$ cat config.mk
export PLATFORM = sky130hd
export DESIGN_NAME = imem_fetch_ctrl
export DESIGN_NICKNAME = d
export VERILOG_FILES = /design/src/rtl/riscv_pkg.sv /design/src/rtl/imem_fetch_ctrl.sv
export SDC_FILE = /design/constraint.sdc
export NUM_CORES = 1
export LEC_CHECK = 0
export ABC_CLOCK_PERIOD_IN_PS = 5200
export CORE_MARGIN = 2
export CORE_UTILIZATION = 30
export DETAILED_ROUTE_END_ITERATION = 6
export SLEW_MARGIN = 20
export SYNTH_ARGS = -nofsm -noshare
export SYNTH_HDL_FRONTEND = slang
export SYNTH_SLANG_ARGS = --single-unit
$ cat constraint.sdc
create_clock -name clk -period 5.2 [get_ports clk]
set_input_delay 0.52 -clock clk [delete_from_list [all_inputs] [get_ports clk]]
set_output_delay 0.52 -clock clk [all_outputs]
set_load 0.02 [all_outputs]
$ cat src/rtl/riscv_pkg.sv
// ============================================================================
// Module : riscv_pkg
// Brief  : Shared core types and constants used by the fetch sequencer.
// Rev    : 1.0
// ============================================================================
`default_nettype none

package riscv_pkg;

    localparam int ALEN        = 32;
    localparam int INSTR_BYTES = 4;

    localparam logic [ALEN-1:0] RESET_VECTOR = 32'h0000_0000;

    typedef enum logic [1:0] {
        BOOT  = 2'd0,
        RUN   = 2'd1,
        HALT  = 2'd2,
        FAULT = 2'd3
    } fetch_state_t;

    function automatic logic is_aligned(input logic [ALEN-1:0] addr);
        return (addr[1:0] == 2'b00);
    endfunction

endpackage

`default_nettype wire

$ cat src/rtl/imem_fetch_ctrl.sv
// ============================================================================
// Module : imem_fetch_ctrl
// Brief  : Fetch sequencer driving a 1-cycle synchronous instruction ROM and
//          presenting PC/instruction pairs to decode over valid/ready.
// Rev    : 1.0
// ============================================================================
`default_nettype none

module imem_fetch_ctrl
    import riscv_pkg::*;
#(
    parameter logic [ALEN-1:0] RESET_PC = RESET_VECTOR,
    parameter int              CNT_W    = 32
) (
    input  logic             clk,
    input  logic             rst,

    output logic             imem_en,
    output logic [ALEN-1:0]  imem_addr,
    input  logic [31:0]      imem_rdata,

    output logic             out_valid,
    input  logic             out_ready,
    output logic [ALEN-1:0]  out_pc,
    output logic [31:0]      out_instr,

    input  logic             redirect_valid,
    input  logic [ALEN-1:0]  redirect_pc,
    input  logic             halt_req,

    output logic             halted,
    output logic             fetch_fault,
    output logic [ALEN-1:0]  fault_pc,
    output logic [CNT_W-1:0] fetch_count
);

    fetch_state_t     state_q,       state_d;
    logic [ALEN-1:0]  fetch_pc_q,    fetch_pc_d;
    logic             out_valid_q,   out_valid_d;
    logic [ALEN-1:0]  out_pc_q,      out_pc_d;
    logic [ALEN-1:0]  fault_pc_q,    fault_pc_d;
    logic [CNT_W-1:0] fetch_count_q, fetch_count_d;

    logic en_w;
    logic use_redir_w;
    logic redir_ok_w;
    logic redir_bad_w;
    logic handshake_w;
    logic issue_w;

    assign redir_ok_w  = redirect_valid &&  is_aligned(redirect_pc);
    assign redir_bad_w = redirect_valid && !is_aligned(redirect_pc);
    assign handshake_w = out_valid_q && out_ready;
    assign issue_w     = !out_valid_q || out_ready;

    always_comb begin
        state_d       = state_q;
        fetch_pc_d    = fetch_pc_q;
        out_valid_d   = out_valid_q;
        out_pc_d      = out_pc_q;
        fault_pc_d    = fault_pc_q;
        fetch_count_d = fetch_count_q;
        en_w          = 1'b0;
        use_redir_w   = 1'b0;

        case (state_q)
            BOOT: begin
                if (redir_ok_w) begin
                    fetch_pc_d = redirect_pc;
                end
                state_d = RUN;
            end

            RUN, HALT: begin
                if (redir_bad_w) begin
                    state_d     = FAULT;
                    fault_pc_d  = redirect_pc;
                    out_valid_d = 1'b0;
                end else if (redir_ok_w) begin
                    // The presented entry is flushed, so it is never counted.
                    en_w        = 1'b1;
                    use_redir_w = 1'b1;
                    out_pc_d    = redirect_pc;
                    out_valid_d = 1'b1;
                    fetch_pc_d  = redirect_pc + ALEN'(INSTR_BYTES);
                    state_d     = RUN;
                end else begin
                    if (handshake_w) begin
                        fetch_count_d = fetch_count_q + CNT_W'(1);
                    end
                    if ((state_q == RUN) && !halt_req) begin
                        if (issue_w) begin
                            en_w        = 1'b1;
                            out_pc_d    = fetch_pc_q;
                            out_valid_d = 1'b1;
                            fetch_pc_d  = fetch_pc_q + ALEN'(INSTR_BYTES);
                        end
                    end else begin
                        state_d     = HALT;
                        out_valid_d = out_valid_q && !out_ready;
                    end
                end
            end

            default: begin
                out_valid_d = 1'b0;
            end
        endcase
    end

    always_ff @(posedge clk or posedge rst) begin
        if (rst) begin
            state_q       <= BOOT;
            fetch_pc_q    <= RESET_PC;
            out_valid_q   <= 1'b0;
            out_pc_q      <= '0;
            fault_pc_q    <= '0;
            fetch_count_q <= '0;
        end else begin
            state_q       <= state_d;
            fetch_pc_q    <= fetch_pc_d;
            out_valid_q   <= out_valid_d;
            out_pc_q      <= out_pc_d;
            fault_pc_q    <= fault_pc_d;
            fetch_count_q <= fetch_count_d;
        end
    end

    // Reset gates the enable combinationally so the ROM stops at once.
    assign imem_en     = en_w && !rst;
    assign imem_addr   = use_redir_w ? redirect_pc : fetch_pc_q;

    assign out_valid   = out_valid_q;
    assign out_pc      = out_pc_q;
    assign out_instr   = imem_rdata;
    assign halted      = (state_q == HALT);
    assign fetch_fault = (state_q == FAULT);
    assign fault_pc    = fault_pc_q;
    assign fetch_count = fetch_count_q;

endmodule

`default_nettype wire

==> results of run 1 <==
-- through the flow --
step	instance area (um2)	util, %	hold WS (ns)	total power [W]	cells
6_report	10700	38.8	0.462	0.00675	1424
5_1_grt	10700	38.8	0.487	0.00718	1424
4_1_cts	10700	38.8	0.470	0.00676	1424
3_5_place_dp	10100	36.7	0.461	0.00554	1392
3_3_place_gp	10100	36.7	0.460	0.00550	1392
2_1_floorplan	8360	-	0.479	0.00405	932
-- kinds of logic (layout without fill, tap and decap cells) --
logic type | after synthesis | count (layout)
and+or+nand+nor | 350 | 350
muxes | 90 | 90
xor gates and xnor gates | 31 | 31
adders and majority gates | 7 | 7
DFF | 131 | 131
buffers and inverters | 125 | 239
AOI/OAI and AO/OA | 198 | 198
-- how the worst max path moves through the flow --
stage              startpoint                         end
2_1_floorplan  redirect_valid  fetch_pc_q[24]$_DFFE_PP0P_
3_3_place_gp   redirect_valid  fetch_pc_q[28]$_DFFE_PP0P_
3_5_place_dp   redirect_valid  fetch_pc_q[28]$_DFFE_PP0P_
4_1_cts        redirect_valid               imem_addr[22]
5_1_grt        redirect_pc[0]  fetch_pc_q[28]$_DFFE_PP0P_
6_report       redirect_pc[0]               imem_addr[22]
-- final cells by class --
cell class / instances / area, um2 / share of cell area (%)
Tap cell: 378 / 473 / 4.41
Multi-Input combinational cell: 676 / 4490 / 41.9
Timing Repair Buffer: 188 / 1830 / 17.1
Sequential cell: 131 / 3280 / 30.6
Inverter: 19 / 76.3 / 0.712
Clock inverter: 13 / 126 / 1.18
Clock buffer: 19 / 443 / 4.13
-- flip-flops by register name, summed over array words and instances, names as in the netlist --
register and flops:
state_q 2, fetch_pc_q 32, out_pc 32, fault_pc 32, fetch_count 32, out_valid 1
-- synth_stat cells (all sizes together) (4+ instances only) --
library cell    n
a211oi         12
a21oi          43
a311oi          4
a31oi          23
and2            8
and3           20
and4            7
buf            66
clkbuf         40
dfrtp         131
ha              7
inv            19
mux2           63
mux2i          27
nand2          99
nand2b          4
nand3          28
nand4          19
nor2           91
nor3           21
nor3b           6
nor4           10
o2111ai         6
o211ai         13
o21ai          40
o221a           4
o22a            4
o22ai           7
o311ai          5
o41ai           4
or2             6
or3            12
or4             5
xnor2          21
xor2           10
-- power by group through the flow --
stage | registers (W) | clock network (W) | logic, W
floorplan | 0.00201 | 0 | 0.00204
global route | 0.00191 | 0.00127 | 0.00401
finish | 0.00184 | 0.00120 | 0.00371
CTS | 0.00184 | 0.00122 | 0.00370
global placement | 0.00185 | 0 | 0.00365
detailed placement | 0.00186 | 0 | 0.00368
-- worst max-delay path, delay by kind of cell --
kind	cells	cell delay, ns
buffers and inverters	3	1.46
multiplexers	1	0.36
AND/OR/NAND/NOR	2	0.95
-- metal layers --
metal  vias up  share of wire [%]
li1       3580                  -
met1      3778                 47
met2       324                 45
met3        33                7.3
met4         0                1.5
met5         -                  0
-- cell usage in the layout, fill, tap and decap left out, types with 5 or more instances in the layout --
master	netlist	layout
sky130_fd_sc_hd__dfrtp_1	131	131
sky130_fd_sc_hd__inv_1	19	18
sky130_fd_sc_hd__or2_2	5	5
sky130_fd_sc_hd__a211oi_1	12	12
sky130_fd_sc_hd__clkbuf_16	0	17
sky130_fd_sc_hd__nand3_1	28	28
sky130_fd_sc_hd__o211ai_1	13	13
sky130_fd_sc_hd__nor3_1	19	19
sky130_fd_sc_hd__ha_1	7	7
sky130_fd_sc_hd__nor2_1	90	88
sky130_fd_sc_hd__xor2_1	10	10
sky130_fd_sc_hd__o21ai_0	39	39
sky130_fd_sc_hd__o2111ai_1	6	6
sky130_fd_sc_hd__buf_4	34	20
sky130_fd_sc_hd__a31oi_1	23	23
sky130_fd_sc_hd__and3_1	20	20
sky130_fd_sc_hd__mux2i_1	27	27
sky130_fd_sc_hd__or3_1	12	12
sky130_fd_sc_hd__nor4_1	7	6
sky130_fd_sc_hd__a21oi_1	43	43
sky130_fd_sc_hd__nand2_1	99	99
sky130_fd_sc_hd__mux2_2	62	62
sky130_fd_sc_hd__o311ai_0	5	5
sky130_fd_sc_hd__clkdlybuf4s50_1	0	168
sky130_fd_sc_hd__and2_1	8	8
sky130_fd_sc_hd__and4_1	7	7
sky130_fd_sc_hd__xnor2_1	21	21
sky130_fd_sc_hd__nor3b_1	5	5
sky130_fd_sc_hd__nand4_1	19	19
sky130_fd_sc_hd__o22ai_1	6	6
==> results_tabular.tex, run 1 <==
\begin{tabular}{lr}
\hline
Metric & Value \\
\hline
\multicolumn{2}{l}{\textbf{Pwr}} \\
\quad P per Cell Area & 630 nW/um2 \\
\quad Reported leakage power & 4.26 nW \\
\quad Part of the total power dissipated in the clock network & 17.7\% \\
\quad Share of total power in sequential cells & 27.3\% \\
\quad P\_int & 0.00373 W \\
\quad Switching Share & 44.7\% \\
\quad Power spent charging and discharging nets & 0.00302 W \\
\quad Combinational power share & 55.0\% \\
\quad Maximum resistive drop on vdd & 0.000264 V \\
\multicolumn{2}{l}{\textbf{Routing}} \\
\quad DR pass1 iterations & 7 \\
\quad Routed WL per cell & 19.3 um \\
\quad Final ANT Viol Nets & 0 \\
\quad Violation count after the first detailed-routing iteration & 670 \\
\quad DRC & 0 \\
\quad Via total after detailed routing & 7715 \\
\quad Total length of routed wires & 27.5 mm \\
\quad Post-DR vias/cell & 5.42 \\
\multicolumn{2}{l}{\textbf{Status}} \\
\quad Result of the run & finished, final reports clean \\
\multicolumn{2}{l}{\textbf{GRT}} \\
\quad Number of antenna violations at the first check in global routing & 0 \\
\quad Global route total overflow & 0 \\
\quad Number of global-route vias before repair & 7190 \\
\quad Met1 usage & 26.7\% \\
\quad Overall global routing resource usage & 18.7\% \\
\quad Met3 Resource Use GR & 3.56\% \\
\quad Met2 track demand over resource & 28.5\% \\
\quad Pin count of the biggest net entering global routing & 102 \\
\quad Wire length of the first global-routing pass & 42.2 mm \\
\quad Busiest metal layer after global routing & met2 \\
\multicolumn{2}{l}{\textbf{Synthesis}} \\
\quad Yosys warning total & 0 \\
\quad Top cell type's share of synthesized area & 39.2\% \\
\quad Adder and majority cell fraction of the synthesized area & 1.05\% \\
\quad Count of flip-flops with a built-in enable after synthesis & 0 \\
\quad Post-synthesis xor/xnor area fraction & 3.25\% \\
\quad Biggest area consumer among synthesized cells & sky130\_fd\_sc\_hd\_\_dfrtp\_1 \\
\quad Sequential fraction of the synthesis area & 39.2\% \\
\quad Syn\_nets & 1008 \\
\quad Simple-gate portion of the synthesized area & 21.2\% \\
\quad Synth area leaders & sky130\_fd\_sc\_hd\_\_dfrtp\_1, sky130\_fd\_sc\_hd\_\_mux2\_2, sky130\_fd\_sc\_hd\_\_nand2\_1, sky130\_fd\_sc\_hd\_\_nor2\_1, sky130\_fd\_sc\_hd\_\_mux2i\_1 \\
\quad Proportion of synthesized flip-flops having asynchronous set or reset & 100\% \\
\quad Main combinational cell family by area after synthesis & simple AND/OR/NAND/NOR gates \\
\quad Proportion of synthesized area in mux cells & 11.8\% \\
\quad Synthesized netlist cell count & 932 \\
\quad Average cell area after synthesis & 8.97 um2 \\
\quad Post-Synthesis Cell Area & 8360 um2 \\
\quad Number of synthesized register bits & 131 \\
\quad Compound-Gate Fraction of Synth Area & 16.0\% \\
\quad Primary flip-flop cell chosen by synthesis mapping & sky130\_fd\_sc\_hd\_\_dfrtp\_1 \\
\quad Number of distinct library cells after synthesis & 77 \\
\multicolumn{2}{l}{\textbf{Setup path}} \\
\quad Crit path required time & 4.68 ns \\
\quad Endpoint type of the worst setup path & output port \\
\quad Top fanout value on the critical path & 17 \\
\quad Series of cell instances along the critical path & clkdlybuf4s50\_1, or3b\_4, nor2\_4, buf\_4, mux2\_2, clkdlybuf4s50\_1 \\
\quad Standard cell with the maximum stage delay on the critical path & sky130\_fd\_sc\_hd\_\_clkdlybuf4s50\_1 \\
\quad Startpoint kind of the worst setup timing path & input pin \\
\quad Data arrival time of the worst path & 3.31 ns \\
\quad Origin of the critical flop-to-flop path & state\_q[0]\$\_DFFE\_PP0P\_ \\
\quad R2R Setup Slk & 1.56 ns \\
\quad Depth of the worst register-to-register path & 10 \\
\quad Delay of the slowest cell on the worst path & 0.59 ns \\
\quad Critical R2R Capture & fetch\_pc\_q[25]\$\_DFFE\_PP0P\_ \\
\quad Cell type with the highest occurrence count on the critical path & sky130\_fd\_sc\_hd\_\_clkdlybuf4s50\_1 \\
\quad Class of the most critical setup path & in2out \\
\multicolumn{2}{l}{\textbf{Cells and area}} \\
\quad Number of fill cells in the layout & 2815 \\
\quad Fraction of layout cells with a size suffix above 1 & 13.5\% \\
\quad Final Net Count & 1109 \\
\quad Synth-to-Final Area Change & 28.1\% \\
\quad Total inserted antenna cells & 0 \\
\multicolumn{2}{l}{\textbf{Clocking}} \\
\quad Sink count of the clock tree & 131 \\
\quad Hold bufs inserted after CTS & 0 \\
\quad Maximum count of clock buffers along a single path & 2 \\
\quad Clock-pin slew on the worst setup and hold paths & 0.06 ns \\
\quad CTS Buf Count & 17 \\
\quad TritonCTS clock tree & built \\
\quad CTS-repair resized insts & 0 \\
\quad Setup Buffers After CTS & 0 \\
\quad Cell at the root of the clock tree & sky130\_fd\_sc\_hd\_\_clkbuf\_16 \\
\quad Clock insertion delay at the later pin of the skew report & 0.43 ns \\
\quad H-Tree Depth & 4 \\
\multicolumn{2}{l}{\textbf{Min path}} \\
\quad Instance count along the most critical hold path & 1 \\
\quad Hold Crit Start & fetch\_count[31]\$\_DFFE\_PP0P\_ \\
\quad Hold crit path type & reg2reg \\
\quad Worst hold path endpoint & fetch\_count[31]\$\_DFFE\_PP0P\_ \\
\multicolumn{2}{l}{\textbf{STA}} \\
\quad Slew at the pin with the worst max-slew slack & 0.979 ns \\
\quad Max-slew violation total from the final report & 0 \\
\quad Unrepaired setup endpoints after global routing & false \\
\quad Highest achievable clock rate & 261 MHz \\
\quad Setup ws final & 1.37 ns \\
\quad Clock tree skew after final layout & 0.0187 ns \\
\quad Final hold violation count & 0 \\
\quad Final worst-path cycle share & 73.7\% \\
\quad Min Clock Period, post-route & 3.83 ns \\
\quad Setup-failing EPs final & 0 \\
\quad Setup TNS & 0 ns \\
\quad Rel. slew slack & 34.7\% \\
\multicolumn{2}{l}{\textbf{Job}} \\
\quad Total of max-cap violations & 0 \\
\multicolumn{2}{l}{\textbf{Floorplan}} \\
\quad Area of the die & 29200 um2 \\
\quad Initial Util & 30.3\% \\
\quad Std cell rows & 61 \\
\quad Number of placed I/O pins & 233 \\
\quad Vertical die dimension & 171 um \\
\quad Die Span X & 171 um \\
\quad Area of the core & 27600 um2 \\
\multicolumn{2}{l}{\textbf{Place}} \\
\quad Routability congestion estimate from global placement & 0.888 \\
\quad Worst setup slack before clock tree synthesis & 1.09 ns \\
\quad I/O Buffers & 168 \\
\quad Detailed placer's ending HPWL & 18.9 mm \\
\hline
\end{tabular}
Power figures use the tool's default switching activity.
==> inputs of run 2 (changes only) <==
--- a/config.mk
+++ b/config.mk
@@ -5,7 +5,7 @@
 export SDC_FILE = /design/constraint.sdc
 export NUM_CORES = 1
 export LEC_CHECK = 0
-export ABC_CLOCK_PERIOD_IN_PS = 5200
+export ABC_CLOCK_PERIOD_IN_PS = 3550
 export CORE_MARGIN = 2
 export CORE_UTILIZATION = 30
 export DETAILED_ROUTE_END_ITERATION = 6
==> constraint.sdc (replaced) <==
create_clock -name clk -period 3.55 [get_ports clk]
set_input_delay 0.355 -clock clk [delete_from_list [all_inputs] [get_ports clk]]
set_output_delay 0.355 -clock clk [all_outputs]
set_load 0.02 [all_outputs]
==> run 2 against run 1 <==
Die area is the same. Register-to-register slack lost 0.98 ns. Design area grew 4.8%. Critical path type unchanged.
==> results_tabular.tex, run 2 (same netlist as run 1, synthesis figures left out) <==
\begin{tabular}{lr}
\hline
Metric & Value \\
\hline
\multicolumn{2}{l}{\textbf{Status}} \\
\quad Result of the run & finished, final reports clean \\
\multicolumn{2}{l}{\textbf{Floorplan}} \\
\quad Area of the die & 29200 um2 \\
\quad Number of placed I/O pins & 233 \\
\quad Area of the core & 27600 um2 \\
\quad Initial Util & 30.3\% \\
\quad Std cell rows & 61 \\
\quad Vertical die dimension & 171 um \\
\quad Die Span X & 171 um \\
\multicolumn{2}{l}{\textbf{Cells and area}} \\
\quad Number of fill cells in the layout & 2790 \\
\quad Final Net Count & 1172 \\
\quad Leading cell types in the layout, fill and taps excluded & sky130\_fd\_sc\_hd\_\_clkdlybuf4s50\_1, sky130\_fd\_sc\_hd\_\_dfrtp\_1, sky130\_fd\_sc\_hd\_\_nand2\_1, sky130\_fd\_sc\_hd\_\_nor2\_1, sky130\_fd\_sc\_hd\_\_buf\_4 \\
\quad Total inserted antenna cells & 0 \\
\quad Fraction of layout cells with a size suffix above 1 & 18.4\% \\
\quad Most common cell after layout, fill and taps aside & sky130\_fd\_sc\_hd\_\_clkdlybuf4s50\_1 \\
\quad Utilization of the core after routing & 40.6\% \\
\quad Synth-to-Final Area Change & 34.2\% \\
\multicolumn{2}{l}{\textbf{Routing}} \\
\quad DR pass1 iterations & 7 \\
\quad DRC & 0 \\
\quad Total length of routed wires & 28.0 mm \\
\quad Final ANT Viol Nets & 0 \\
\quad Post-DR vias/cell & 5.29 \\
\quad Routed WL per cell & 18.8 um \\
\quad Via total after detailed routing & 7870 \\
\quad Violation count after the first detailed-routing iteration & 732 \\
\multicolumn{2}{l}{\textbf{Setup path}} \\
\quad Series of cell instances along the critical path & clkdlybuf4s50\_1, or3b\_4, buf\_12, nor2\_4, buf\_4, mux2\_2, clkdlybuf4s50\_1 \\
\quad Data arrival time of the worst path & 3.04 ns \\
\quad Standard cell with the maximum stage delay on the critical path & sky130\_fd\_sc\_hd\_\_clkdlybuf4s50\_1 \\
\quad Delay of the slowest cell on the worst path & 0.65 ns \\
\quad Critical path buffers and inverters & 4 \\
\quad Startpoint kind of the worst setup timing path & input pin \\
\quad Top fanout value on the critical path & 54 \\
\quad Endpoint type of the worst setup path & output port \\
\quad Class of the most critical setup path & in2out \\
\quad Category of cells accounting for the largest share of critical-path delay & buffers and inverters \\
\quad Crit path required time & 3.19 ns \\
\quad Cell type with the highest occurrence count on the critical path & sky130\_fd\_sc\_hd\_\_clkdlybuf4s50\_1 \\
\multicolumn{2}{l}{\textbf{GRT}} \\
\quad Global route total overflow & 0 \\
\quad Wire length of the first global-routing pass & 43.6 mm \\
\quad Overall global routing resource usage & 19.3\% \\
\quad Number of global-route vias before repair & 7541 \\
\quad Number of antenna violations at the first check in global routing & 0 \\
\quad Pin count of the biggest net entering global routing & 83 \\
\multicolumn{2}{l}{\textbf{STA}} \\
\quad Final hold violation count & 0 \\
\quad Highest achievable clock rate & 294 MHz \\
\quad Setup-failing EPs final & 0 \\
\quad Max-slew violation total from the final report & 0 \\
\quad Min Clock Period, post-route & 3.40 ns \\
\quad Rel. slew slack & 50.3\% \\
\quad Post-route worst hold slack & 0.406 ns \\
\quad Setup ws final & 0.153 ns \\
\quad Clock tree skew after final layout & 0.0163 ns \\
\quad Final worst-path cycle share & 95.7\% \\
\quad Slew at the pin with the worst max-slew slack & 0.746 ns \\
\quad Unrepaired setup endpoints after global routing & false \\
\multicolumn{2}{l}{\textbf{Clocking}} \\
\quad Maximum count of clock buffers along a single path & 2 \\
\quad CTS Buf Count & 17 \\
\quad Setup Buffers After CTS & 0 \\
\quad H-Tree Depth & 4 \\
\quad CTS-repair resized insts & 0 \\
\quad Clock insertion delay at the later pin of the skew report & 0.43 ns \\
\quad Sink count of the clock tree & 131 \\
\quad TritonCTS clock tree & built \\
\quad Clock-pin slew on the worst setup and hold paths & 0.06 ns \\
\quad Hold bufs inserted after CTS & 0 \\
\quad Cell at the root of the clock tree & sky130\_fd\_sc\_hd\_\_clkbuf\_16 \\
\multicolumn{2}{l}{\textbf{Place}} \\
\quad Detailed placer's ending HPWL & 20.1 mm \\
\quad I/O Buffers & 168 \\
\quad Worst setup slack before clock tree synthesis & -0.118 ns \\
\quad Routability congestion estimate from global placement & 0.891 \\
\multicolumn{2}{l}{\textbf{Pwr}} \\
\quad P per Cell Area & 895 nW/um2 \\
\quad Reported leakage power & 4.56 nW \\
\quad Share of total power in sequential cells & 26.6\% \\
\quad Power spent charging and discharging nets & 0.00446 W \\
\quad Combinational power share & 56.9\% \\
\quad Switching Share & 44.4\% \\
\quad Part of the total power dissipated in the clock network & 16.4\% \\
\quad P\_int & 0.00558 W \\
\quad Maximum resistive drop on vdd & 0.000474 V \\
\multicolumn{2}{l}{\textbf{Job}} \\
\quad Total of max-cap violations & 0 \\
\multicolumn{2}{l}{\textbf{Min path}} \\
\quad Hold crit path type & in2async \\
\hline
\end{tabular}
[run 2: cell type report]
type | instances | area (um2) | share of cell area (%)
multi-input combinational | 676 | 4480 | 39.9
sequential | 131 | 3280 | 29.2
timing repair buffer | 251 | 2380 | 21.2
tap | 378 | 473 | 4.21
clock buffer | 18 | 429 | 3.82
clock inverter | 14 | 106 | 0.947
inverter | 19 | 75.1 | 0.669
[run 2: power groups by stage]
stage / sequential (W) / combinational, W / clock, W
final: 0.00267 / 0.00572 / 0.00165
after detailed placement: 0.00269 / 0.00569 / 0
after global placement: 0.00267 / 0.00566 / 0
after global routing: 0.00277 / 0.00618 / 0.00175
after CTS: 0.00267 / 0.00571 / 0.00169
after floorplan: 0.00295 / 0.00299 / 0
[run 2: per-layer routing]
layer / up-vias / track usage, % / wire [um]
met4: 0 / 6.19 / 607
met5: - / 0 / 0
li1: 3700 / - / -
met3: 35 / 4.49 / 2110
met2: 344 / 29.4 / 12400
met1: 3791 / 27.0 / 12900
[run 2: worst min-delay path, stage by stage]
cell	delay [ns]
sky130_fd_sc_hd__clkdlybuf4s50_1	0.45
sky130_fd_sc_hd__clkinvlp_4	0.12
sky130_fd_sc_hd__buf_12	0.33
[run 2: path summary, 6_finish.rpt]
kind	from	endpoint	slack, ns	cells after the start
min in group clk	fetch_count[31]$_DFFE_PP0P_	fetch_count[31]$_DFFE_PP0P_	0.46	1
worst max-delay path	redirect_valid	imem_addr[4]	0.15	7
max in group asynchronous	rst	fault_pc[12]$_DFFE_PP0P_	2.47	3
worst min-delay path	rst	fetch_count[1]$_DFFE_PP0P_	0.41	3
worst min register to register	fetch_count[31]$_DFFE_PP0P_	fetch_count[31]$_DFFE_PP0P_	0.46	1
worst max register to register	state_q[1]$_DFFE_PP0P_	fetch_count[31]$_DFFE_PP0P_	0.58	8
[run 2: metrics by stage]
stage	setup TNS [ns]	power (W)	std cells	area [um2]
floorplan	-0.0350	0.00594	932	8380
global placement	-0.0956	0.00833	1455	10700
detailed placement	-0.335	0.00838	1455	10700
CTS	0	0.0101	1487	11200
global route	0	0.0107	1487	11200
finish	0	0.0100	1487	11200
